--- src/rtl/retire_queue.sv ---
// In-order retirement buffer: DEPTH-entry circular completion queue with
// tag-addressed out-of-order completion and up to RETIRE_W in-order retirements per cycle.
module retire_queue #(
  parameter int DEPTH     = 8,
  parameter int RETIRE_W  = 2,
  parameter int CMP_PORTS = 2,
  parameter int XLEN      = 32,
  localparam int TAG_W    = $clog2(DEPTH),
  localparam int CNT_W    = TAG_W + 1,
  localparam int RC_W     = $clog2(RETIRE_W + 1)
) (
  input  logic                      clk,
  input  logic                      rst_n,
  input  logic                      i_alloc_valid,
  output logic                      o_alloc_ready,
  input  logic [4:0]                i_alloc_rd,
  input  logic                      i_alloc_writes_rd,
  output logic [TAG_W-1:0]          o_alloc_tag,
  input  logic [CMP_PORTS-1:0]      i_cmp_valid,
  input  logic [CMP_PORTS*TAG_W-1:0] i_cmp_tag,
  input  logic [CMP_PORTS*XLEN-1:0] i_cmp_data,
  input  logic                      i_flush,
  input  logic                      i_stall,
  output logic [RETIRE_W-1:0]       o_wb_en,
  output logic [RETIRE_W*5-1:0]     o_wb_rd,
  output logic [RETIRE_W*XLEN-1:0]  o_wb_data,
  output logic [RC_W-1:0]           o_retire_cnt,
  output logic [CNT_W-1:0]          o_count,
  output logic                      o_empty
);

  logic [DEPTH-1:0] valid_q, valid_d;
  logic [DEPTH-1:0] done_q,  done_d;
  logic [DEPTH-1:0] wr_q,    wr_d;
  logic [4:0]       rd_q    [DEPTH];
  logic [4:0]       rd_d    [DEPTH];
  logic [XLEN-1:0]  data_q  [DEPTH];
  logic [XLEN-1:0]  data_d  [DEPTH];
  logic [CNT_W-1:0] head_q, head_d;
  logic [CNT_W-1:0] tail_q, tail_d;

  logic [CNT_W-1:0]    count;
  logic                full;
  logic                alloc_fire;
  logic [TAG_W-1:0]    tail_idx;
  logic [TAG_W-1:0]    slot_idx  [RETIRE_W];
  logic [RETIRE_W-1:0] slot_elig;
  logic                chain;
  logic [RC_W-1:0]     retire_cnt;
  logic [TAG_W-1:0]    cmp_tag   [CMP_PORTS];
  logic [XLEN-1:0]     cmp_data  [CMP_PORTS];

  assign count         = tail_q - head_q;
  assign full          = (count == CNT_W'(DEPTH));
  assign tail_idx      = tail_q[TAG_W-1:0];
  assign o_alloc_ready = !full && !i_flush;
  assign alloc_fire    = i_alloc_valid && o_alloc_ready;
  assign o_alloc_tag   = tail_idx;
  assign o_count       = count;
  assign o_empty       = (count == '0);
  assign o_retire_cnt  = retire_cnt;

  always_comb begin
    for (int unsigned p = 0; p < CMP_PORTS; p++) begin
      cmp_tag[p]  = i_cmp_tag[p*TAG_W +: TAG_W];
      cmp_data[p] = i_cmp_data[p*XLEN +: XLEN];
    end
  end

  // Retirement chain: slot k only retires if every older slot also retires.
  always_comb begin
    chain      = !i_stall && !i_flush;
    retire_cnt = '0;
    slot_elig  = '0;
    o_wb_en    = '0;
    o_wb_rd    = '0;
    o_wb_data  = '0;
    for (int unsigned k = 0; k < RETIRE_W; k++) begin
      slot_idx[k]  = head_q[TAG_W-1:0] + TAG_W'(k);
      chain        = chain && valid_q[slot_idx[k]] && done_q[slot_idx[k]];
      slot_elig[k] = chain;
      if (chain) begin
        retire_cnt               = retire_cnt + 1'b1;
        o_wb_en[k]               = wr_q[slot_idx[k]] && (rd_q[slot_idx[k]] != '0);
        o_wb_rd[k*5 +: 5]        = rd_q[slot_idx[k]];
        o_wb_data[k*XLEN +: XLEN] = data_q[slot_idx[k]];
      end
    end
  end

  always_comb begin
    valid_d = valid_q;
    done_d  = done_q;
    wr_d    = wr_q;
    rd_d    = rd_q;
    data_d  = data_q;
    head_d  = head_q;
    tail_d  = tail_q;
    if (i_flush) begin
      valid_d = '0;
      done_d  = '0;
      head_d  = '0;
      tail_d  = '0;
    end else begin
      for (int unsigned k = 0; k < RETIRE_W; k++) begin
        if (slot_elig[k]) begin
          valid_d[slot_idx[k]] = 1'b0;
          done_d[slot_idx[k]]  = 1'b0;
        end
      end
      head_d = head_q + CNT_W'(retire_cnt);
      // Ports are applied highest-first so the lowest-index port's write lands last.
      for (int unsigned q = 0; q < CMP_PORTS; q++) begin
        if (i_cmp_valid[CMP_PORTS-1-q] && valid_q[cmp_tag[CMP_PORTS-1-q]]
            && !done_q[cmp_tag[CMP_PORTS-1-q]]) begin
          done_d[cmp_tag[CMP_PORTS-1-q]] = 1'b1;
          data_d[cmp_tag[CMP_PORTS-1-q]] = cmp_data[CMP_PORTS-1-q];
        end
      end
      if (alloc_fire) begin
        valid_d[tail_idx] = 1'b1;
        done_d[tail_idx]  = 1'b0;
        wr_d[tail_idx]    = i_alloc_writes_rd;
        rd_d[tail_idx]    = i_alloc_rd;
        tail_d            = tail_q + 1'b1;
      end
    end
  end

  always_ff @(posedge clk) begin
    if (!rst_n) begin
      valid_q <= '0;
      done_q  <= '0;
      wr_q    <= '0;
      head_q  <= '0;
      tail_q  <= '0;
      for (int unsigned i = 0; i < DEPTH; i++) begin
        rd_q[i]   <= '0;
        data_q[i] <= '0;
      end
    end else begin
      valid_q <= valid_d;
      done_q  <= done_d;
      wr_q    <= wr_d;
      rd_q    <= rd_d;
      data_q  <= data_d;
      head_q  <= head_d;
      tail_q  <= tail_d;
    end
  end

endmodule

--- config.mk ---
export PLATFORM = sky130hd
export DESIGN_NAME = retire_queue
export DESIGN_NICKNAME = d
export VERILOG_FILES = /design/src/rtl/retire_queue.sv
export SDC_FILE = /design/constraint.sdc
export NUM_CORES = 1
export LEC_CHECK = 0
export BUFFER_PORTS_ARGS = -buffer_cell sky130_fd_sc_hd__buf_2
export CELL_PAD_IN_SITES_DETAIL_PLACEMENT = 2
export CELL_PAD_IN_SITES_GLOBAL_PLACEMENT = 2
export CORE_MARGIN = 4
export CORE_UTILIZATION = 37
export DETAILED_ROUTE_END_ITERATION = 8
export GPL_ROUTABILITY_DRIVEN = 0
export PLACE_DENSITY_LB_ADDON = 0.2
export SYNTH_ARGS = -nofsm -noshare
export SYNTH_HDL_FRONTEND = slang
export SYNTH_SLANG_ARGS = --single-unit
--- constraint.sdc ---
create_clock -name clk -period 3.8 [get_ports clk]
set_input_delay 0.76 -clock clk [delete_from_list [all_inputs] [get_ports clk]]
set_output_delay 0.76 -clock clk [all_outputs]
set_load 0.01 [all_outputs]
======== Word-level counts from Yosys, hierarchy flattened ========
Index checks and enable logic that the tools add are counted.
W data, S select, Z words.
word-level totals
  word-level logic and storage cells ...... 171
  input bits .............................. 83
  register bits ........................... 328
  output and inout port bits .............. 87
operators by class
  reduce and logical (&&, ||, !) cells .... 31
  multiplexer cells ....................... 77
  eq/ne operators ......................... 1
  add/subtract/negate cells ............... 5
  bitwise logic cells ..................... 18
  magnitude comparators ................... 18
operators with widths
  kind                  count
  $mux W256             3
  $bwmux W256           2
  $mux W32              8
  $bmux W32 S3          2
  $demux W32 S3         2
  $mux W8               14
  $and A8 B8 Y8         5
  $bwmux W40            1
  $mux W5               7
  $bmux W1 S3           10
  $bmux W5 S3           2
  $not A8 Y8            3
  $or A8 B8 Y8          3
  $logic_and A1 B1 Y1   21
  $ge A4 B4 Y1 const B  5
  $lt A3 B4 Y1 const B  5
  $not A3 Y4            5
  $mux W1               18
  $demux W1 S3          5
  $demux W5 S3          1
  $ge A3 B1 Y1 const B  5
  $lt A4 B1 Y1 const B  3
  $reduce_bool A5 Y1    2
  $bwmux W8             1
  12 further kinds      17

======== Longest topological paths before layout ========
Gate-level depths: netlist of the first run.
  depth in word-level cells ............... 19
  mapped depth ............................ 16
  depth with buffers taken out ............ 12

======== Least setup slack after synthesis of the first run ========
OpenSTA, ideal clock, no wires.
  path type ............................... input to register
  start point ............................. in i_flush
  end point ............................... reg head_q[1]
  library setup time ...................... 0.066 ns
  required time ........................... 3.734 ns
  setup slack ............................. 0.607 ns
  buffers on the path ..................... 4
  arrival ................................. 3.127 ns
  stages .................................. 14
  path through ............................ clkbuf_1 > nor2_1 > o311ai_1 > a21o_1 > or2_1 > buf_2 > buf_6 > buf_4 > nor2_1 > ha_1 > ha_1 > inv_1 > fa_1 > nor2_1
between the ends
  longest elaborated chain between the ends .. 8
  elaborated cells on any way between the ends .. 11
  those cells by class .................... add/sub (2); mux (2); reduce/logical (7)
ends and longest elaborated chain
  what                                                  RTL line  RTL
  start: declaration                                    22        input logic i_flush,
  $logic_not A1 Y1 (*)                                  72        chain = !i_stall && !i_flush;
  $logic_and A1 B1 Y1 (*)                               72
  $logic_and A1 B1 Y1 (*) (2 in series)                 80        chain = chain && valid_q[slot_idx[k]] && done_q[slot_idx[k]];
  $mux W1 or $logic_and A1 B1 Y1 (tied branches)        82, 80
  $add A2 B1 Y2 or $logic_and A1 B1 Y1 (tied branches)  83, 80
  $mux W2 (*)                                           82        if (chain) begin
  named net o_retire_cnt[0]                             27        output logic [RC_W-1:0] o_retire_cnt,
  $add A4 B2 Y4 (*)                                     111       head_d = head_q + CNT_W'(retire_cnt);
  end signal: assignment                                135       head_q <= '0;
  end signal: assignment                                147       head_q <= head_d;
  end: declaration                                      39        logic [CNT_W-1:0] head_q, head_d;
The timed path passes the listed nets; every way through them passes the cells marked *.
A chain may end at the register's enable or synchronous reset.

======== Final worst setup path of the first run ========
  start point ............................. reg head_q[1]
  end point ............................... out o_alloc_ready
between the ends
  longest elaborated chain between the ends .. 4
ends and longest elaborated chain
  what                 RTL line  RTL
  $sub A4 B4 Y4        53        assign count = tail_q - head_q;
  $eq A4 B4 Y1         54        assign full = (count == CNT_W'(DEPTH));
  $logic_not A1 Y1     56        assign o_alloc_ready = !full && !i_flush;
  $logic_and A1 B1 Y1  56
  end: declaration     15        output logic o_alloc_ready,
No other way between the ends.

==> results.sh, run 1 <==
export IMPL_status="finished, violations left"
export IMPL_violations="setup timing"
export IMPL_portBuffers=169
export IMPL_synth_edf_count=0
export IMPL_async_flop_share_pct=0
export IMPL_die_y_um=232
export IMPL_max_stage_delay_ns=0.39
export IMPL_routed_wirelength_um=108000
export IMPL_leakage_uw=0.00834
export IMPL_synth_top_cell_area_share_pct=35.4
export IMPL_power_switching_uw=2040
export IMPL_synth_cells=2151
export IMPL_wl_met1_um=41000
export IMPL_insertion_delay_ns=0.60
export IMPL_syn_area_mm2=0.0185
export IMPL_syn_avg_cell_area_um2=8.62
export IMPL_first_global_vias=22607
export IMPL_setup_viol=16
export IMPL_netlist_cell_type_count=86
export IMPL_root_buffer="clkbuf_16"
export IMPL_io_pins=170
export IMPL_vias=21765
export IMPL_grt_pass1_wl_um=150000
export IMPL_n_fill_cell=5358
export IMPL_worstPathMaxFanout=14
export IMPL_synth_area_leaders="dfxtp_1 35%, o22ai_1 6.9%, mux4_2 5.3%, nand2_1 4.4%, a21oi_1 4.0%"
export IMPL_ys_seq_area_share_pct=35.4
export IMPL_cts_clk_slew_worst_paths_ns=0.06
export IMPL_dr_wl_met3_um=10100
export IMPL_h_tree_depth=2
export IMPL_seqPwrFrac_pct=43.7
export IMPL_cts_tree="done"
export IMPL_grt_overflow_total=0
export IMPL_start_util_pct=37.7
export IMPL_regArea_mm2=0.00658
export IMPL_vias_per_cell=7.30
export IMPL_rows=81
export IMPL_antenna_found_initial=4
export IMPL_syn2layout_area_growth_pct=22.1
export IMPL_finalCriticalPeriod_ns=3.91
export IMPL_clock_sinks=328
export IMPL_fin_crit_sh_pct=103
export IMPL_drt_iter0_drc=2803
export IMPL_coreArea_mm2=0.0493
export IMPL_drc=0
export IMPL_hp_class="reg2reg"
export IMPL_pre_cts_ws_ns=0.0985
export IMPL_sw_frac_of_total_pct=25.8
export IMPL_multiInputGateArea_mm2=0.0112
export IMPL_synthesis_nets=2244
export IMPL_finClkSkew_ns=0.0232
export IMPL_cp_end_kind="primary output"
export IMPL_drv_cap=0
export IMPL_avgRoutedWirePerCell_um=36.1
export IMPL_p_clk_share_pct=51.2
export IMPL_fin_ws_ns=-0.108
export IMPL_die_w_um=232
export IMPL_critPathSlowestCell="dfxtp_2"
export IMPL_crit_type="reg2out"
export IMPL_crit_path_frequent_cell="buf_6"
export IMPL_crit_path_start_kind="register"
export IMPL_fmax_mhz=256
export IMPL_drive_gt1_share_pct=26.4
export IMPL_ir_worst_vdd_v=0.000297
export IMPL_crit_chain="buf_6, buf_6, clkinvlp_4, buf_4, ha_1, and3b_1, o21ai_1, a31o_2, inv_2, buf_2"
export IMPL_p_int_uw=5870
export IMPL_top_layer="met5"
export IMPL_synth_top_flop_cell="dfxtp_1"
export IMPL_grt_use_total_pct=36.7
export IMPL_path_buf_inv=6
export IMPL_finalMaxSlewViolations=0
export IMPL_tns_ns=-0.608
export IMPL_slew_headroom_pct=29.1
export IMPL_arrival_ns=3.15
export IMPL_synth_seq_cells=328
export IMPL_power_density_mw_per_mm2=349
export IMPL_clockBufferDepth=3
export IMPL_synth_top_area_cell="dfxtp_1"
export IMPL_synth_warnings=0
export IMPL_worstPathRequired_ns=3.04
export IMPL_drtAntennaViolNets=0
export IMPL_rsz0062_at_grt="true"
export IMPL_dieArea_mm2=0.0538
export IMPL_final_nets=2380
export IMPL_cp_top_family="buffers and inverters"
export IMPL_hold_violations=0
export IMPL_met2WireLength_um=49200
export IMPL_numCtsBuffers=40
export IMPL_pwr_share_comb_pct=5.2
export IMPL_hpwl_um=60000
export IMPL_hold_buffers=0
export IMPL_worst_pin_slew_ns=1.06
export IMPL_grt_max_degree=130
export IMPL_firstDrtPassIters=7
[power by group through the flow]
stage	Clock (µW)	Sequential, µW	Combinational, µW
floorplan	0	3530	178
global route	4210	3450	423
global placement	0	3530	370
finish	4050	3450	409
detailed placement	0	3530	379
CTS	4050	3450	385
[synthesized netlist by cell type (4+ instances only)]
master	n
buf_2	66
nand2b_1	12
o31a_1	6
inv_1	50
a221o_1	4
nand3_1	39
nand3b_1	6
and2_1	10
a211oi_1	7
ha_1	8
nor2b_1	11
nor3_1	55
a221oi_1	31
mux2_2	31
o21ai_0	42
o221ai_1	39
mux4_2	44
o22a_1	61
buf_4	10
o22ai_1	205
clkbuf_1	131
o31ai_1	8
nand2_1	215
a311oi_1	12
nand4_1	13
a21oi_1	149
a222oi_1	64
a2111oi_0	6
nor2_1	182
nor3b_1	8
buf_1	14
dfxtp_1	328
o221a_2	64
mux2i_1	49
a21o_1	4
a2bb2oi_1	30
buf_6	7
a31oi_1	9
xnor2_1	4
nor4_1	37
or4_1	9
[per-layer routing]
layer | up-vias | GRT usage (%)
li1 | 8683 | -
met1 | 11143 | 45.5
met2 | 1466 | 60.1
met3 | 465 | 7.34
met4 | 8 | 19.7
met5 | - | 0
[tightest hold or removal path, delay by kind of cell (launching register included)]
| kind | cells | cell delay [ns] |
|---|---|---|
| DFF | 1 | 0.32 |
| AOI/OAI and AO/OA | 1 | 0.06 |
| and+or+nand+nor | 1 | 0.06 |
[registers in the layout, indices dropped and copies added (netlist names)]
name,cells
valid_q,8
done_q,8
rd_q,40
head_q,4
tail_q,4
wr_q,8
data_q,256
[kinds of logic after synthesis]
family	count (synthesis)	synth area share [%]
compound gates	772	31.0
simple gates	624	15.6
flops	328	35.4
buf+inv	282	6.64
mux	126	10.0
fa+ha+maj	10	0.756
xor+xnor	9	0.567
[cells in the final DEF, fill, tap and decap left out, types with 7 or more instances in the layout]
| master | instances |
|---|---|
| a211oi_1 | 7 |
| a21oi_1 | 145 |
| a221oi_1 | 31 |
| a222oi_1 | 64 |
| a2bb2oi_1 | 30 |
| a311oi_1 | 11 |
| a31oi_1 | 9 |
| and2_1 | 10 |
| buf_12 | 24 |
| buf_2 | 168 |
| buf_4 | 106 |
| buf_6 | 13 |
| clkbuf_1 | 8 |
| clkbuf_16 | 43 |
| clkbuf_8 | 13 |
| dfxtp_1 | 323 |
| inv_1 | 48 |
| mux2_2 | 31 |
| mux2i_1 | 48 |
| mux4_2 | 44 |
| nand2_1 | 212 |
| nand2b_1 | 9 |
| nand3_1 | 32 |
| nand4_1 | 13 |
| nor2_1 | 179 |
| nor2b_1 | 11 |
| nor3_1 | 51 |
| nor3b_1 | 7 |
| nor4_1 | 22 |
| nor4_2 | 10 |
| o21ai_0 | 40 |
| o221a_2 | 64 |
| o221ai_1 | 39 |
| o22a_1 | 61 |
| o22ai_1 | 205 |
| o31ai_1 | 8 |
| or4_1 | 9 |
[final timing paths]
kind | slack, ns | cells past startpoint | to | from
setup / recovery | -0.11 | 10 | o_alloc_ready | head_q[1]
hold / removal | 0.48 | 2 | data_q[138] | data_q[138]
setup reg to reg | 0.26 | 11 | wr_q[2] | head_q[1]
hold reg to reg | 0.48 | 2 | data_q[138] | data_q[138]
[layout make-up]
| cell class | instances | share of cell area (%) |
|---|---|---|
| clock inverters | 12 | 0.657 |
| flip-flops and latches | 328 | 29.0 |
| well taps | 664 | 3.67 |
| multi-input cells | 1545 | 49.6 |
| diodes | 1 | 0.0111 |
| repair buffers | 319 | 10.8 |
| clock buffers | 60 | 5.28 |
| inverters | 53 | 0.917 |
[what timing repair did]
item	4_1_cts	5_1_grt
setup buffers	14	18
gates cloned	4	5
resized for setup	47	41
pin swaps	5	6
setup endpoints to repair	75	43
[through the flow]
step / cells / hold WS, ns / util, % / power, µW / cell area, µm²
CTS: 2958 / 0.472 / 45.0 / 7890 / 22200
detailed placement: 2868 / 0.464 / 41.5 / 3910 / 20400
global placement: 2868 / 0.460 / 41.5 / 3900 / 20400
global route: 2981 / 0.508 / 46.0 / 8090 / 22600
floorplan: 2151 / 0.444 / - / 3700 / 18500
finish: 2982 / 0.481 / 46.0 / 7910 / 22600
Power figures use the tool's default switching activity.
==> inputs of run 2 (changes only) <==
--- a/config.mk
+++ b/config.mk
@@ -8,11 +8,13 @@
 export BUFFER_PORTS_ARGS = -buffer_cell sky130_fd_sc_hd__buf_2
 export CELL_PAD_IN_SITES_DETAIL_PLACEMENT = 2
 export CELL_PAD_IN_SITES_GLOBAL_PLACEMENT = 2
+export CORE_ASPECT_RATIO = 1.25
 export CORE_MARGIN = 4
 export CORE_UTILIZATION = 37
 export DETAILED_ROUTE_END_ITERATION = 8
 export GPL_ROUTABILITY_DRIVEN = 0
 export PLACE_DENSITY_LB_ADDON = 0.2
+export SETUP_SLACK_MARGIN = 0.05
 export SYNTH_ARGS = -nofsm -noshare
 export SYNTH_HDL_FRONTEND = slang
 export SYNTH_SLANG_ARGS = --single-unit
==> run 2 against run 1 <==
Against the previous run:
- the run still ends with setup timing left
- first-iteration DRC count down 8.6%
- sequential power barely moved
- sequential cell count unchanged
- critical endpoint is now o_wb_data[26]
- largest cell class unchanged
==> results.sh, run 2 (synthesized netlist as in run 1, its figures left out) <==
export IMPL_first_global_vias=22537
export IMPL_reg_top3="data_q: 256 flops, rd_q: 40 flops"
export IMPL_cts_tree="done"
export IMPL_crit_chain="buf_16, mux4_2, mux2i_4, or2_4, buf_12, nor4_1, buf_4, buf_2"
export IMPL_regToRegEndpoint="head_q[2]"
export IMPL_cts_clk_slew_worst_paths_ns=0.07
export IMPL_dieArea_mm2=0.0538
export IMPL_coreArea_mm2=0.0495
export IMPL_firstDrtPassIters=9
export IMPL_rr_worst_depth=11
export IMPL_die_w_um=208
export IMPL_rows=91
export IMPL_mostFrequentLayoutCell="dfxtp_1"
export IMPL_power_switching_uw=1920
export IMPL_arrival_ns=3.05
export IMPL_hold_violations=0
export IMPL_max_stage_delay_ns=0.60
export IMPL_rsz0062_at_grt="true"
export IMPL_hp_class="reg2reg"
export IMPL_r2r_start="head_q[0]"
export IMPL_antenna_found_initial=1
export IMPL_die_y_um=258
export IMPL_routed_wirelength_um=106000
export IMPL_placedInstanceArea_mm2=0.0205
export IMPL_sw_frac_of_total_pct=25.5
export IMPL_vias=21395
export IMPL_drtAntennaViolNets=0
export IMPL_setup_viol=5
export IMPL_portBuffers=169
export IMPL_hpwl_um=60900
export IMPL_insertion_delay_ns=0.57
export IMPL_fmax_mhz=262
export IMPL_clockBufferDepth=3
export IMPL_final_nets=2351
export IMPL_syn2layout_area_growth_pct=20.9
export IMPL_leakage_uw=0.00820
export IMPL_drc=0
export IMPL_cp_end_kind="primary output"
export IMPL_cp_top_family="multiplexers"
export IMPL_p_int_uw=5620
export IMPL_power_density_mw_per_mm2=337
export IMPL_regMostFlops="data_q"
export IMPL_cp_startpoint="head_q[0]"
export IMPL_root_buffer="clkbuf_16"
export IMPL_crit_type="reg2out"
export IMPL_drive_gt1_share_pct=25.6
export IMPL_status="finished, violations left"
export IMPL_p_clk_share_pct=48.9
export IMPL_numCtsBuffers=38
export IMPL_largest_reg_flops=256
export IMPL_ir_worst_vdd_v=0.000238
export IMPL_h_tree_depth=2
export IMPL_min_to="data_q[150]"
export IMPL_vias_per_cell=7.29
export IMPL_fin_ws_ns=-0.0145
export IMPL_hold_buffers=0
export IMPL_worst_pin_slew_ns=1.12
export IMPL_reg2reg_slack_ns=0.34
export IMPL_critPathSlowestCell="mux4_2"
export IMPL_finalMaxSlewViolations=0
export IMPL_crit_path_start_kind="register"
export IMPL_start_util_pct=37.5
export IMPL_tns_ns=-0.0444
export IMPL_seqPwrFrac_pct=45.7
export IMPL_dp_cells=2844
export IMPL_whs_ns=0.479
export IMPL_violations="setup timing"
export IMPL_path_buf_inv=4
export IMPL_n_fill_cell=5419
export IMPL_finClkSkew_ns=0.0150
export IMPL_finalPower_uw=7550
export IMPL_avgRoutedWirePerCell_um=36.0
export IMPL_drt_iter0_drc=2561
export IMPL_grt_use_total_pct=36.1
export IMPL_pwr_share_comb_pct=5.3
export IMPL_grt_pass1_wl_um=150000
export IMPL_holdPathStages=2
export IMPL_grt_max_degree=149
export IMPL_fin_crit_sh_pct=100
export IMPL_layout_common_cells="322 x dfxtp_1, 213 x nand2_1, 205 x o22ai_1, 179 x nor2_1, 167 x buf_2"
export IMPL_worstPathMaxFanout=17
export IMPL_final_cells=2933
export IMPL_finalCriticalPeriod_ns=3.81
export IMPL_hp_start="data_q[150]"
export IMPL_drv_cap=0
export IMPL_grt_overflow_total=0
export IMPL_slew_headroom_pct=25.3
export IMPL_worstPathRequired_ns=3.04
export IMPL_fin_area_mm2=0.0224
export IMPL_clock_sinks=328
export IMPL_io_pins=170
[run 2: cell types whose count changed in the layout (fill, tap and decap cells not counted), moves of 3 or more]
| cell | delta |
|---|---|
| buf_4 | -31 |
| clkbuf_8 | -3 |
| buf_6 | -3 |
| buf_12 | +9 |
[run 2: power groups by stage]
stage	Sequential, µW	Combinational, µW	Clock [µW]
2_1_floorplan	3530	178	0
3_3_place_gp	3530	367	0
3_5_place_dp	3530	377	0
4_1_cts	3450	384	3710
5_1_grt	3450	419	3860
6_report	3450	401	3690
[run 2: metrics by stage]
stage          util (%)  setup WS, ns
3_3_place_gp       41.4        0.0779
2_1_floorplan         -         0.607
4_1_cts            44.5        0.0455
5_1_grt            45.3        -0.102
3_5_place_dp       41.4        0.0463
6_report           45.3       -0.0145
[run 2: how the worst max path moves through the flow]
stage,slack [ns],end,depth (start not counted)
floorplan,0.61,head_q[1],14
global placement,0.08,o_wb_en[0],8
detailed placement,0.05,o_wb_en[0],8
CTS,0.05,o_wb_rd[9],9
global route,-0.10,o_wb_data[63],9
finish,-0.01,o_wb_data[26],8
[run 2: final cells by class]
type                    count  area [µm²]  area share (%)
clock inverters             9        81.3           0.363
repair buffers            295        2420            10.8
flip-flops and latches    328        6580            29.3
multi-input cells        1542       11200            50.0
well taps                 651         815            3.63
clock buffers              54        1100            4.91
diodes                      1        2.50          0.0112
inverters                  53         213           0.949
[run 2: routing by layer]
layer  vias to the layer above  track usage [%]  routed length, µm
li1                       8630                -                  -
met1                     10910             43.7              39100
met2                      1408             59.6              49600
met3                       447             6.77               9390
met4                         0             22.2               7510
met5                         -                0                  0
[run 2: repair_timing]
item	in CTS	in global routing
hold endpoints to repair	0	0
resized for setup	43	45
cloned	3	4
buffers inserted	11	7
pin swaps	3	9
setup endpoints to repair	81	60
[run 2: tightest hold or removal path, cell delays in order, from the launching register on]
cell,delay [ns]
dfxtp_1,0.32
nand2_1,0.06
a21oi_1,0.05
